## config.mk

```make
export PLATFORM = sky130hd
export DESIGN_NAME = imem_access_ctrl
export DESIGN_NICKNAME = d
export VERILOG_FILES = /design/src/rtl/imem_access_ctrl.sv
export SDC_FILE = /design/constraint.sdc
export NUM_CORES = 1
export LEC_CHECK = 0
export CORE_AREA = 10 10 89 91
export DETAILED_ROUTE_END_ITERATION = 12
export DIE_AREA = 0 0 99 101
export PLACE_DENSITY = 0.79
export SYNTH_ARGS = -nofsm -noshare
export SYNTH_HDL_FRONTEND = slang
export SYNTH_SLANG_ARGS = --single-unit
```

## constraint.sdc

```tcl
create_clock -name clk -period 2.1 [get_ports clk]
set_input_delay 0.21 -clock clk [delete_from_list [all_inputs] [get_ports clk]]
set_output_delay 0.21 -clock clk [all_outputs]
set_load 0.01 [all_outputs]
```

## src/rtl/imem_access_ctrl.sv

```systemverilog
// Fetch/load sequencer and arbiter for the nibble-wide instruction memory port.
// Optional readback verify of loads: define IMEM_LOAD_VERIFY_EN.
module imem_access_ctrl #(
  parameter int unsigned WORD_LEN = 16,
  parameter int unsigned CELL_LEN = 4,
  parameter int unsigned MEM_SIZE = 1024,
  localparam int unsigned ADDR_W  = $clog2(MEM_SIZE)
) (
  input  logic                clk,
  input  logic                rst,
  input  logic                fetch_req,
  input  logic [ADDR_W-1:0]   fetch_addr,
  output logic                fetch_ack,
  output logic                fetch_valid,
  output logic [WORD_LEN-1:0] fetch_instr,
  input  logic                load_req,
  input  logic [ADDR_W-1:0]   load_addr,
  input  logic [WORD_LEN-1:0] load_data,
  output logic                load_ack,
  output logic                load_done,
  output logic                load_err,
  output logic                busy,
  output logic [ADDR_W-1:0]   mem_addr,
  output logic                mem_we,
  output logic [CELL_LEN-1:0] mem_wdata,
  input  logic [CELL_LEN-1:0] mem_rdata
);

  localparam int unsigned BEATS  = WORD_LEN / CELL_LEN;
  localparam int unsigned BEAT_W = $clog2(BEATS);
  localparam logic [BEAT_W-1:0] LAST_BEAT = BEAT_W'(BEATS - 1);

  typedef enum logic [1:0] {
    S_IDLE,
    S_FETCH,
    S_LOAD
`ifdef IMEM_LOAD_VERIFY_EN
    , S_VERIFY
`endif
  } state_t;

  state_t              state_q, state_d;
  logic [BEAT_W-1:0]   beat_q;
  logic                last_grant_q;  // 1: load was granted last
  logic [ADDR_W-1:0]   base_q;
  logic [WORD_LEN-1:0] data_q;        // rotates one nibble per beat, MSB nibble on top
  logic [WORD_LEN-1:0] asm_q;
  logic                grant_fetch, grant_load;
  logic                last_beat;

  assign last_beat = (beat_q == LAST_BEAT);

  // State register
  always_ff @(posedge clk) begin
    if (rst) state_q <= S_IDLE;
    else     state_q <= state_d;
  end

  // Next state and arbitration; a tie goes to whoever was not granted last
  always_comb begin
    state_d     = state_q;
    grant_fetch = 1'b0;
    grant_load  = 1'b0;
    case (state_q)
      S_IDLE: begin
        if (fetch_req && (!load_req || last_grant_q)) begin
          grant_fetch = 1'b1;
          state_d     = S_FETCH;
        end else if (load_req) begin
          grant_load = 1'b1;
          state_d    = S_LOAD;
        end
      end
      S_FETCH: if (last_beat) state_d = S_IDLE;
`ifdef IMEM_LOAD_VERIFY_EN
      S_LOAD:   if (last_beat) state_d = S_VERIFY;
      S_VERIFY: if (last_beat) state_d = S_IDLE;
`else
      S_LOAD:   if (last_beat) state_d = S_IDLE;
`endif
      default: state_d = S_IDLE;
    endcase
  end

  // Acks and memory port decode; a reset cycle neither acks nor writes
  always_comb begin
    fetch_ack = grant_fetch & ~rst;
    load_ack  = grant_load & ~rst;
    busy      = (state_q != S_IDLE);
    mem_addr  = '0;
    mem_we    = 1'b0;
    mem_wdata = '0;
    if (state_q != S_IDLE) mem_addr = base_q + ADDR_W'(beat_q);
    if (state_q == S_LOAD) begin
      mem_we    = ~rst;
      mem_wdata = data_q[WORD_LEN-1 -: CELL_LEN];
    end
  end

`ifdef IMEM_LOAD_VERIFY_EN
  logic mism_q;
  logic nib_miss;
  assign nib_miss = (mem_rdata != data_q[WORD_LEN-1 -: CELL_LEN]);
`else
  assign load_err = 1'b0;
`endif

  // Beat counter, latched request, word assembly and completion pulses
  always_ff @(posedge clk) begin
    if (rst) begin
      beat_q       <= '0;
      last_grant_q <= 1'b1;
      base_q       <= '0;
      data_q       <= '0;
      asm_q        <= '0;
      fetch_instr  <= '0;
      fetch_valid  <= 1'b0;
      load_done    <= 1'b0;
`ifdef IMEM_LOAD_VERIFY_EN
      load_err     <= 1'b0;
      mism_q       <= 1'b0;
`endif
    end else begin
      fetch_valid <= 1'b0;
      load_done   <= 1'b0;
`ifdef IMEM_LOAD_VERIFY_EN
      load_err    <= 1'b0;
`endif
      if (grant_fetch) begin
        base_q       <= fetch_addr;
        beat_q       <= '0;
        last_grant_q <= 1'b0;
      end
      if (grant_load) begin
        base_q       <= load_addr;
        data_q       <= load_data;
        beat_q       <= '0;
        last_grant_q <= 1'b1;
`ifdef IMEM_LOAD_VERIFY_EN
        mism_q       <= 1'b0;
`endif
      end
      case (state_q)
        S_FETCH: begin
          asm_q  <= {asm_q[WORD_LEN-CELL_LEN-1:0], mem_rdata};
          beat_q <= BEAT_W'(beat_q + 1'b1);
          if (last_beat) begin
            fetch_instr <= {asm_q[WORD_LEN-CELL_LEN-1:0], mem_rdata};
            fetch_valid <= 1'b1;
          end
        end
        S_LOAD: begin
          data_q <= {data_q[WORD_LEN-CELL_LEN-1:0], data_q[WORD_LEN-1 -: CELL_LEN]};
          beat_q <= BEAT_W'(beat_q + 1'b1);
`ifndef IMEM_LOAD_VERIFY_EN
          if (last_beat) load_done <= 1'b1;
`endif
        end
`ifdef IMEM_LOAD_VERIFY_EN
        S_VERIFY: begin
          data_q <= {data_q[WORD_LEN-CELL_LEN-1:0], data_q[WORD_LEN-1 -: CELL_LEN]};
          beat_q <= BEAT_W'(beat_q + 1'b1);
          mism_q <= mism_q | nib_miss;
          if (last_beat) begin
            load_done <= 1'b1;
            load_err  <= mism_q | nib_miss;
          end
        end
`endif
        default: ;
      endcase
    end
  end

endmodule

```

======== Word-level counts from Yosys, hierarchy flattened ========
Index checks and enable logic that the tools add are counted.
word-level totals
  memories kept ........................... 0
  RAM bits ................................ 0
  register bits after elaboration ......... 61
  memory bits (read-only) ................. 0
  output and inout port bits .............. 37
  latch bits .............................. 0
  logic and storage cells ................. 55
cells by class
  add/sub/neg operators ................... 2
  multiplexer cells ....................... 20
  equality and inequality tests ........... 5
  bitwise gates (word level) .............. 5
  div/mod/pow operators ................... 0
  multiply operators ...................... 0
  shift-type cells ........................ 0
  $lt $le $gt $ge ......................... 0
  reduce and logical (&&, ||, !) cells .... 14
operators by type and width
  operator                                                                count
  16-bit two-way mux                                                      2
  10-bit two-way mux                                                      3
  2-bit two-way mux                                                       6
  10-bit by 2-bit adder with 10-bit output                                1
  2-bit OR reduction                                                      4
  1-bit two-way mux                                                       7
  2-bit nonzero test                                                      3
  2-bit equality test (second input constant)                             2
  4-bit two-way mux                                                       1
  2-bit case mux with 2 select lines                                      1
  2-bit AND reduction                                                     2
  3-bit != test (second input constant)                                   1
  1-bit NOT                                                               3
  3-bit nonzero test                                                      1
  2-bit by 1-bit adder with 2-bit output (second input constant)          1
  1-bit AND                                                               2
  2-bit by 1-bit equality test with 1-bit output (second input constant)  1
  2-bit zero test                                                         1
  2-bit by 1-bit != test with 1-bit output (second input constant)        1
  1-bit logical AND                                                       1
  1-bit zero test                                                         1
  1-bit logical OR                                                        1

======== Longest topological paths before layout ========
Gate-level depths: netlist of run 1.
  depth in word-level cells ............... 8
  mapped depth ............................ 8
  gate-level depth less buffers ........... 5

======== Worst setup path after synthesis of run 1 ========
OpenSTA, ideal clock, no wires.
  kind .................................... reg-to-output
  start ................................... register beat_q[1]
  end ..................................... output mem_addr[9]
  slack ................................... 0.417 ns
  buffers on the path ..................... 0
  data required time ...................... 1.890 ns
  data arrival time ....................... 1.473 ns
  stages on the path, launching flop included .. 5
  path through ............................ dfxtp_1 ha_1 a21oi_1 or4_1 a21oi_1
between the ends
  word-level cells in the longest chain between the ends .. 2
RTL lines
  what                                      RTL line  text
  start, declared                           43        logic [BEAT_W-1:0] beat_q;
  start signal, assigned                    146       beat_q <= BEAT_W'(beat_q + 1'b1);
  start signal, assigned                    154       beat_q <= BEAT_W'(beat_q + 1'b1);
  10-bit by 2-bit adder with 10-bit output  93        if (state_q != S_IDLE) mem_addr = base_q + ADDR_W'(beat_q);
  10-bit two-way mux                        93
  end, declared                             23        output logic [ADDR_W-1:0] mem_addr,
Every way passes these cells.

======== Worst setup path after layout of run 1 ========
  start ................................... register base_q[0]
  end ..................................... output mem_addr[6]
between the ends
  word-level cells in the longest chain between the ends .. 2
RTL lines
  what                                      RTL line  text
  start, declared                           45        logic [ADDR_W-1:0] base_q;
  start signal, assigned                    130       base_q <= fetch_addr;
  start signal, assigned                    135       base_q <= load_addr;
  10-bit by 2-bit adder with 10-bit output  93
  10-bit two-way mux                        93
Every way passes these cells.

==> results of run 1 <==
[power by group]
part | switching (W) | internal [W]
Sequential | 0.0000816 | 0.00126
Combinational | 0.000382 | 0.000361
Clock | 0.000413 | 0.000633
Total | 0.000876 | 0.00226
[per-stage QoR]
stage               TNS, ns  setup slack [ns]  area [um^2]
floorplan                 0             0.417         2920
global placement    -0.0324           -0.0169         3810
detailed placement   -0.302           -0.0838         3810
CTS                       0           0.00543         4010
global route        -0.0245           -0.0125         4060
finish                    0            0.0673         4060
[timing repair]
| item | CTS | global route |
|---|---|---|
| setup buffers | 1 | 0 |
| resized for setup | 32 | 13 |
| endpoints found under the setup margin | 12 | 6 |
| pin swaps | 2 | 3 |
| hold buffers | 0 | 0 |
[cell usage in the layout, fill, tap and decap left out, types with 3 or more instances in the layout]
cell type	n
sky130_fd_sc_hd__or3b_2	7
sky130_fd_sc_hd__clkdlybuf4s50_1	66
sky130_fd_sc_hd__or3_1	5
sky130_fd_sc_hd__buf_4	18
sky130_fd_sc_hd__a311oi_1	16
sky130_fd_sc_hd__a21oi_1	24
sky130_fd_sc_hd__nor2b_1	3
sky130_fd_sc_hd__nand2_1	46
sky130_fd_sc_hd__o21ai_0	23
sky130_fd_sc_hd__or3b_1	19
sky130_fd_sc_hd__buf_2	5
sky130_fd_sc_hd__inv_1	6
sky130_fd_sc_hd__nand4_1	3
sky130_fd_sc_hd__nand3_1	3
sky130_fd_sc_hd__o2111ai_1	9
sky130_fd_sc_hd__ha_1	3
sky130_fd_sc_hd__a31oi_1	10
sky130_fd_sc_hd__dfxtp_2	4
sky130_fd_sc_hd__dfxtp_1	56
sky130_fd_sc_hd__and2_1	6
sky130_fd_sc_hd__nor2_1	34
sky130_fd_sc_hd__mux2i_1	12
sky130_fd_sc_hd__dlygate4sd2_1	6
sky130_fd_sc_hd__clkbuf_8	12
[flip-flops by register name (all words and copies together), names as in the netlist]
register / count
asm_q: 12
base_q: 10
beat_q: 2
data_q: 16
fetch_instr: 16
fetch_valid: 1
last_grant_q: 1
load_done: 1
state_q: 2
[final timing paths]
check | to | slack [ns] | depth (start not counted)
setup / recovery | mem_addr[6] | 0.07 | 6
hold / removal | load_done$_SDFF_PN0_ | 0.29 | 3
setup reg to reg | data_q[1]$_SDFFE_PP0P_ | 0.32 | 6
hold reg to reg | fetch_instr[14]$_SDFFE_PP0P_ | 0.45 | 2
[routing by layer]
metal	GRT usage, %	wire [um]
met1	18.3	3360
met4	5.40	93
met5	0	0
met3	5.28	574
met2	26.3	3870
[final cells by class]
class                           count  area, um^2
Sequential cell                    61        1230
Clock buffer                       13         169
Timing Repair Buffer              100         931
Fill cell                         507        2150
Inverter                            7        26.3
Clock inverter                      1        30.0
Multi-Input combinational cell    247        1570
Tap cell                           77        96.3
[critical path, delay by kind of cell (launching register included)]
kind | cells | cell delay [ns]
AOI/OAI and AO/OA | 1 | 0.16
and+or+nand+nor | 2 | 0.49
adders and majority gates | 2 | 0.35
DFF | 1 | 0.35
buffers and inverters | 1 | 0.15
[cell families after synthesis]
family,Yosys count,share of synthesized area [%]
fa+ha+maj,7,3.26
simple gates,137,25.0
mux,12,4.12
xor+xnor,2,0.601
flops,61,41.9
other cells,1,0.129
buf+inv,38,6.01
compound gates,88,19.0
==> out/qor.yml, run 1 <==
drt_iter0_markers: 166
postSynth.asyncResetShare_pct: 0
netlist.top_cell.by_area: "sky130_fd_sc_hd__dfxtp_1"
finalSetupViolations: 0
postRouteAntennaNets: 0
drt_drc_violations_left: 0
route.detailed.wl_per_inst_um: 15.6
end_kind: "output pin"
synth.yosys.seq_area_share_pct: 41.9
edff_count_synth: 0
worst-slew-pin-transition_ns: 0.555
postSynthAreaPerCell_um2: 8.43
worst-setup-path-type: "register to output pin"
antenna_cells_inserted: 0
ctsRootBufferMaster: "sky130_fd_sc_hd__clkbuf_8"
timing.final.hold_violations: 0
clock_tree.buffer_depth: 2
rsz0062_at_grt: "true"
static-leakage-power_nw: 1.47
die_w_um: 99
avgViaCountPerCell: 5.54
worst_hold_path_type: "input port to register"
postSynth.topFlopCell: "sky130_fd_sc_hd__dfxtp_1"
ctsHtreeMaxLevel: 3
grt_overflow: 0
worstReg2RegStart: "state_q[0]$_SDFFE_PP0P_"
std_cell_rows: 29
power.total_w: 0.00313
area_delta_synth_final_pct: 39.0
core_region_area_um2: 6200
status: "finished, final reports clean"
synthesized_nets: 397
detailedRoute.firstPassIterationCount: 4
yosys_warnings: 0
grt_antenna_before_repair: 0
place_hpwl_mm: 5.68
post-synth-top-count-cell: "sky130_fd_sc_hd__dfxtp_1"
power_density_nw_per_um2: 773
vias: 2805
synthDominantCellAreaShare_pct: 41.9
clkSlewWorstSetupHoldPaths_ns: 0.06
post_route_cells_drive_above_1_share_pct: 14.2
worstPathCellList: "ha_4 > fa_2 > nand4_1 > or3_1 > a21oi_1 > buf_2"
element_type_at_the_critical_path_start: "register"
tritoncts: "built"
final_core_util_pct: 65.4
yosys-top-cells-area: "sky130_fd_sc_hd__dfxtp_1 (42%), sky130_fd_sc_hd__nand2_1 (5.9%), sky130_fd_sc_hd__or3b_1 (5.7%)"
floorplan.die_area_um2: 10000
hold_start: "rst"
max_clock_freq_ghz: 0.492
place.gp.congestion: 0.792
cts.sink_count: 61
ys_types: 36
final_max_slew_viol_count: 0
crit_path_top_delay_cell: "sky130_fd_sc_hd__dfxtp_2"
number_of_input_and_output_port_buffers_inserted: 79
startpoint: "base_q[0]$_SDFFE_PP0P_"
critPathMaxFanout: 4
initial_utilization_pct: 47.0
gr-usage-all-layers_pct: 15.7
holdWs_ns: 0.287
grt_first_pass_wirelength_mm: 13.3
final.setup_skew_ns: 0.00747
worst_ir_drop_vdd_v: 0.000414
final_net_count: 477
totalWireLength_mm: 7.90
synth.top_cells.by_count: "sky130_fd_sc_hd__dfxtp_1 (61), sky130_fd_sc_hd__nand2_1 (46), sky130_fd_sc_hd__nor2_1 (34)"
post_synth_inst_count: 346
layout_worst_path_cycle_share_pct: 96.8
max-slew-margin-rel_pct: 63.0
synth.ff_latch_count: 61
cts_buffers: 9
required_ns: 1.89
cp_slowest_stage_delay_ns: 0.35
finish.cell_count_without_fillers: 506
number_of_global_route_vias_before_repair: 2802
clk-insertion-delay-late_ns: 0.33
grt_start_max_net_pins: 33
mappedNetlistArea_um2: 2920
pin_count: 81
timing.max_cap.violations: 0
critical_path_at_ns: 1.82
numPlacedInstances: 491
die_y_um: 101
period_minus_ws_final_ns: 2.03
(Power assumes the default switching activity.)
==> inputs of run 2 (changes only) <==
--- a/config.mk
+++ b/config.mk
@@ -8,7 +8,7 @@
 export CORE_AREA = 10 10 89 91
 export DETAILED_ROUTE_END_ITERATION = 12
 export DIE_AREA = 0 0 99 101
-export PLACE_DENSITY = 0.79
+export PLACE_DENSITY = 0.82
 export SYNTH_ARGS = -nofsm -noshare
 export SYNTH_HDL_FRONTEND = slang
 export SYNTH_SLANG_ARGS = --single-unit
==> out/qor.yml, run 2 (same netlist as run 1, synthesis figures left out) <==
worst_hold_path_type: "input port to register"
layout_worst_path_cycle_share_pct: 98.6
max-slew-margin-rel_pct: 61.2
number_of_input_and_output_port_buffers_inserted: 79
grt_first_pass_wirelength_mm: 13.0
postRouteAntennaNets: 0
clkSlewWorstSetupHoldPaths_ns: 0.06
leading_cell_types_in_the_layout_fill_and_taps_excluded: "sky130_fd_sc_hd__clkdlybuf4s50_1 (66), sky130_fd_sc_hd__dfxtp_1 (57), sky130_fd_sc_hd__nand2_1 (46)"
floorplan.die_area_um2: 10000
power.clock.fraction_pct: 31.0
worst-r2r-cell-count: 6
hold_buffers: 0
required_ns: 1.89
timing.final.hold_violations: 0
drt_iter0_markers: 155
critical_path_at_ns: 1.86
static-leakage-power_nw: 1.47
route.detailed.wl_per_inst_um: 15.3
fillCellCount: 507
final.setup_skew_ns: 0.00942
gr-usage-all-layers_pct: 15.4
core_region_area_um2: 6200
ctsRootBufferMaster: "sky130_fd_sc_hd__clkbuf_8"
totalWireLength_mm: 7.77
grt_antenna_before_repair: 0
cts.sink_count: 61
met2_track_utilization_from_global_routing_pct: 24.1
worst_ir_drop_vdd_v: 0.000427
element_type_at_the_critical_path_start: "register"
ctsHtreeMaxLevel: 3
global_route.usage.met1_pct: 19.1
power.total_w: 0.00301
grt_overflow: 0
status: "finished, final reports clean"
die_w_um: 99
detailedRoute.firstPassIterationCount: 4
drt_drc_violations_left: 0
post_route_cells_drive_above_1_share_pct: 14.8
die_y_um: 101
switching_share_pct: 30.0
p_sw_w: 0.000904
final-seq-area_um2: 1230
area_delta_synth_final_pct: 37.5
power_density_nw_per_um2: 751
number_of_global_route_vias_before_repair: 2695
power_frac_seq_pct: 44.6
power.combinational.fraction_pct: 24.5
place.gp.congestion: 0.873
regToRegEndpoint: "data_q[2]$_SDFFE_PP0P_"
timing.max_cap.violations: 0
timing.reg2reg.setup_slack_ns: 0.28
finalSetupViolations: 0
postLayoutSetupSlackWorst_ns: 0.0299
dp_worst_setup_slack_ns: -0.129
vias: 2781
end_kind: "output pin"
max_clock_freq_ghz: 0.483
cp-endpoint: "mem_addr[6]"
footprint_of_the_multi_input_gates_um2: 1560
tritoncts: "built"
grt_start_max_net_pins: 38
worst-slew-pin-transition_ns: 0.580
period_minus_ws_final_ns: 2.07
initial_utilization_pct: 47.0
worst-setup-path-type: "register to output pin"
largestRegisters: "data_q (16), fetch_instr (16), asm_q (12)"
worstReg2RegStart: "state_q[1]$_SDFFE_PP0P_"
final_max_slew_viol_count: 0
startpoint: "base_q[0]$_SDFFE_PP0P_"
clk-insertion-delay-late_ns: 0.33
pin_count: 81
rsz0062_at_grt: "true"
std_cell_rows: 29
top_usage_layer: "met2"
clock_tree.buffer_depth: 2
critPathMaxFanout: 3
globalRouteMet3Util_pct: 5.14
mostFrequentLayoutCell: "sky130_fd_sc_hd__clkdlybuf4s50_1"
avgViaCountPerCell: 5.46
cts_buffers: 9
antenna_cells_inserted: 0
place_hpwl_mm: 5.50
p_int_w: 0.00211
final_net_count: 478
-- run 2: power groups by stage --
stage          combinational (W)  sequential (W)  clock, W
6_report                0.000737         0.00134  0.000933
5_1_grt                 0.000812         0.00136  0.000993
3_5_place_dp            0.000727         0.00135         0
3_3_place_gp            0.000712         0.00135         0
2_1_floorplan           0.000454         0.00134         0
4_1_cts                 0.000722         0.00134  0.000944
-- run 2: routing by layer --
metal	part of all wire, %	vias to the layer above
met3	8.4	10
met4	1.1	0
met5	0	-
li1	-	1397
met2	48	103
met1	43	1271
-- run 2: cell type report --
type,instances,area share [%]
clock buffers,12,3.87
clock inverters,4,0.561
flip-flops and latches,61,30.6
repair buffers,101,23.2
well taps,77,2.40
multi-input cells,247,38.8
inverters,7,0.655
-- run 2: worst min path at each step --
| stage | start | to | slack [ns] | depth (start not counted) |
|---|---|---|---|---|
| after global routing | rst | asm_q[10]$_SDFFE_PP0P_ | 0.22 | 2 |
| after global placement | fetch_instr[3]$_SDFFE_PP0P_ | fetch_instr[3]$_SDFFE_PP0P_ | 0.44 | 2 |
| after detailed placement | fetch_instr[14]$_SDFFE_PP0P_ | fetch_instr[14]$_SDFFE_PP0P_ | 0.45 | 2 |
| after CTS | rst | asm_q[10]$_SDFFE_PP0P_ | 0.20 | 2 |
| final | rst | asm_q[10]$_SDFFE_PP0P_ | 0.22 | 2 |
| after floorplan | mem_rdata[0] | fetch_instr[0]$_SDFFE_PP0P_ | 0.35 | 2 |
-- run 2: worst max-delay path: stages (launching register included) --
cell and delay [ns]:
sky130_fd_sc_hd__dfxtp_2 0.36, sky130_fd_sc_hd__ha_4 0.15, sky130_fd_sc_hd__fa_2 0.20, sky130_fd_sc_hd__nand4_1 0.10
sky130_fd_sc_hd__buf_4 0.16, sky130_fd_sc_hd__or3_1 0.32, sky130_fd_sc_hd__a21oi_2 0.11, sky130_fd_sc_hd__buf_2 0.13
-- run 2: per-stage QoR --
| step | cell area [um^2] | instances | TNS [ns] | hold WS [ns] | utilization, % |
|---|---|---|---|---|---|
| after detailed placement | 3810 | 491 | -0.203 | 0.446 | 61.4 |
| final | 4010 | 509 | 0 | 0.217 | 64.7 |
| after global placement | 3810 | 491 | -0.0223 | 0.441 | 61.4 |
| after floorplan | 2920 | 346 | 0 | 0.346 | - |
| after global routing | 4010 | 509 | -0.0676 | 0.220 | 64.7 |
| after CTS | 4000 | 508 | -0.0492 | 0.201 | 64.4 |
-- run 2: what timing repair did --
action	CTS	global route
gates resized for setup	33	9
cloned	0	0
setup endpoints to repair	12	7
pin swaps	3	3
setup buffers	1	1
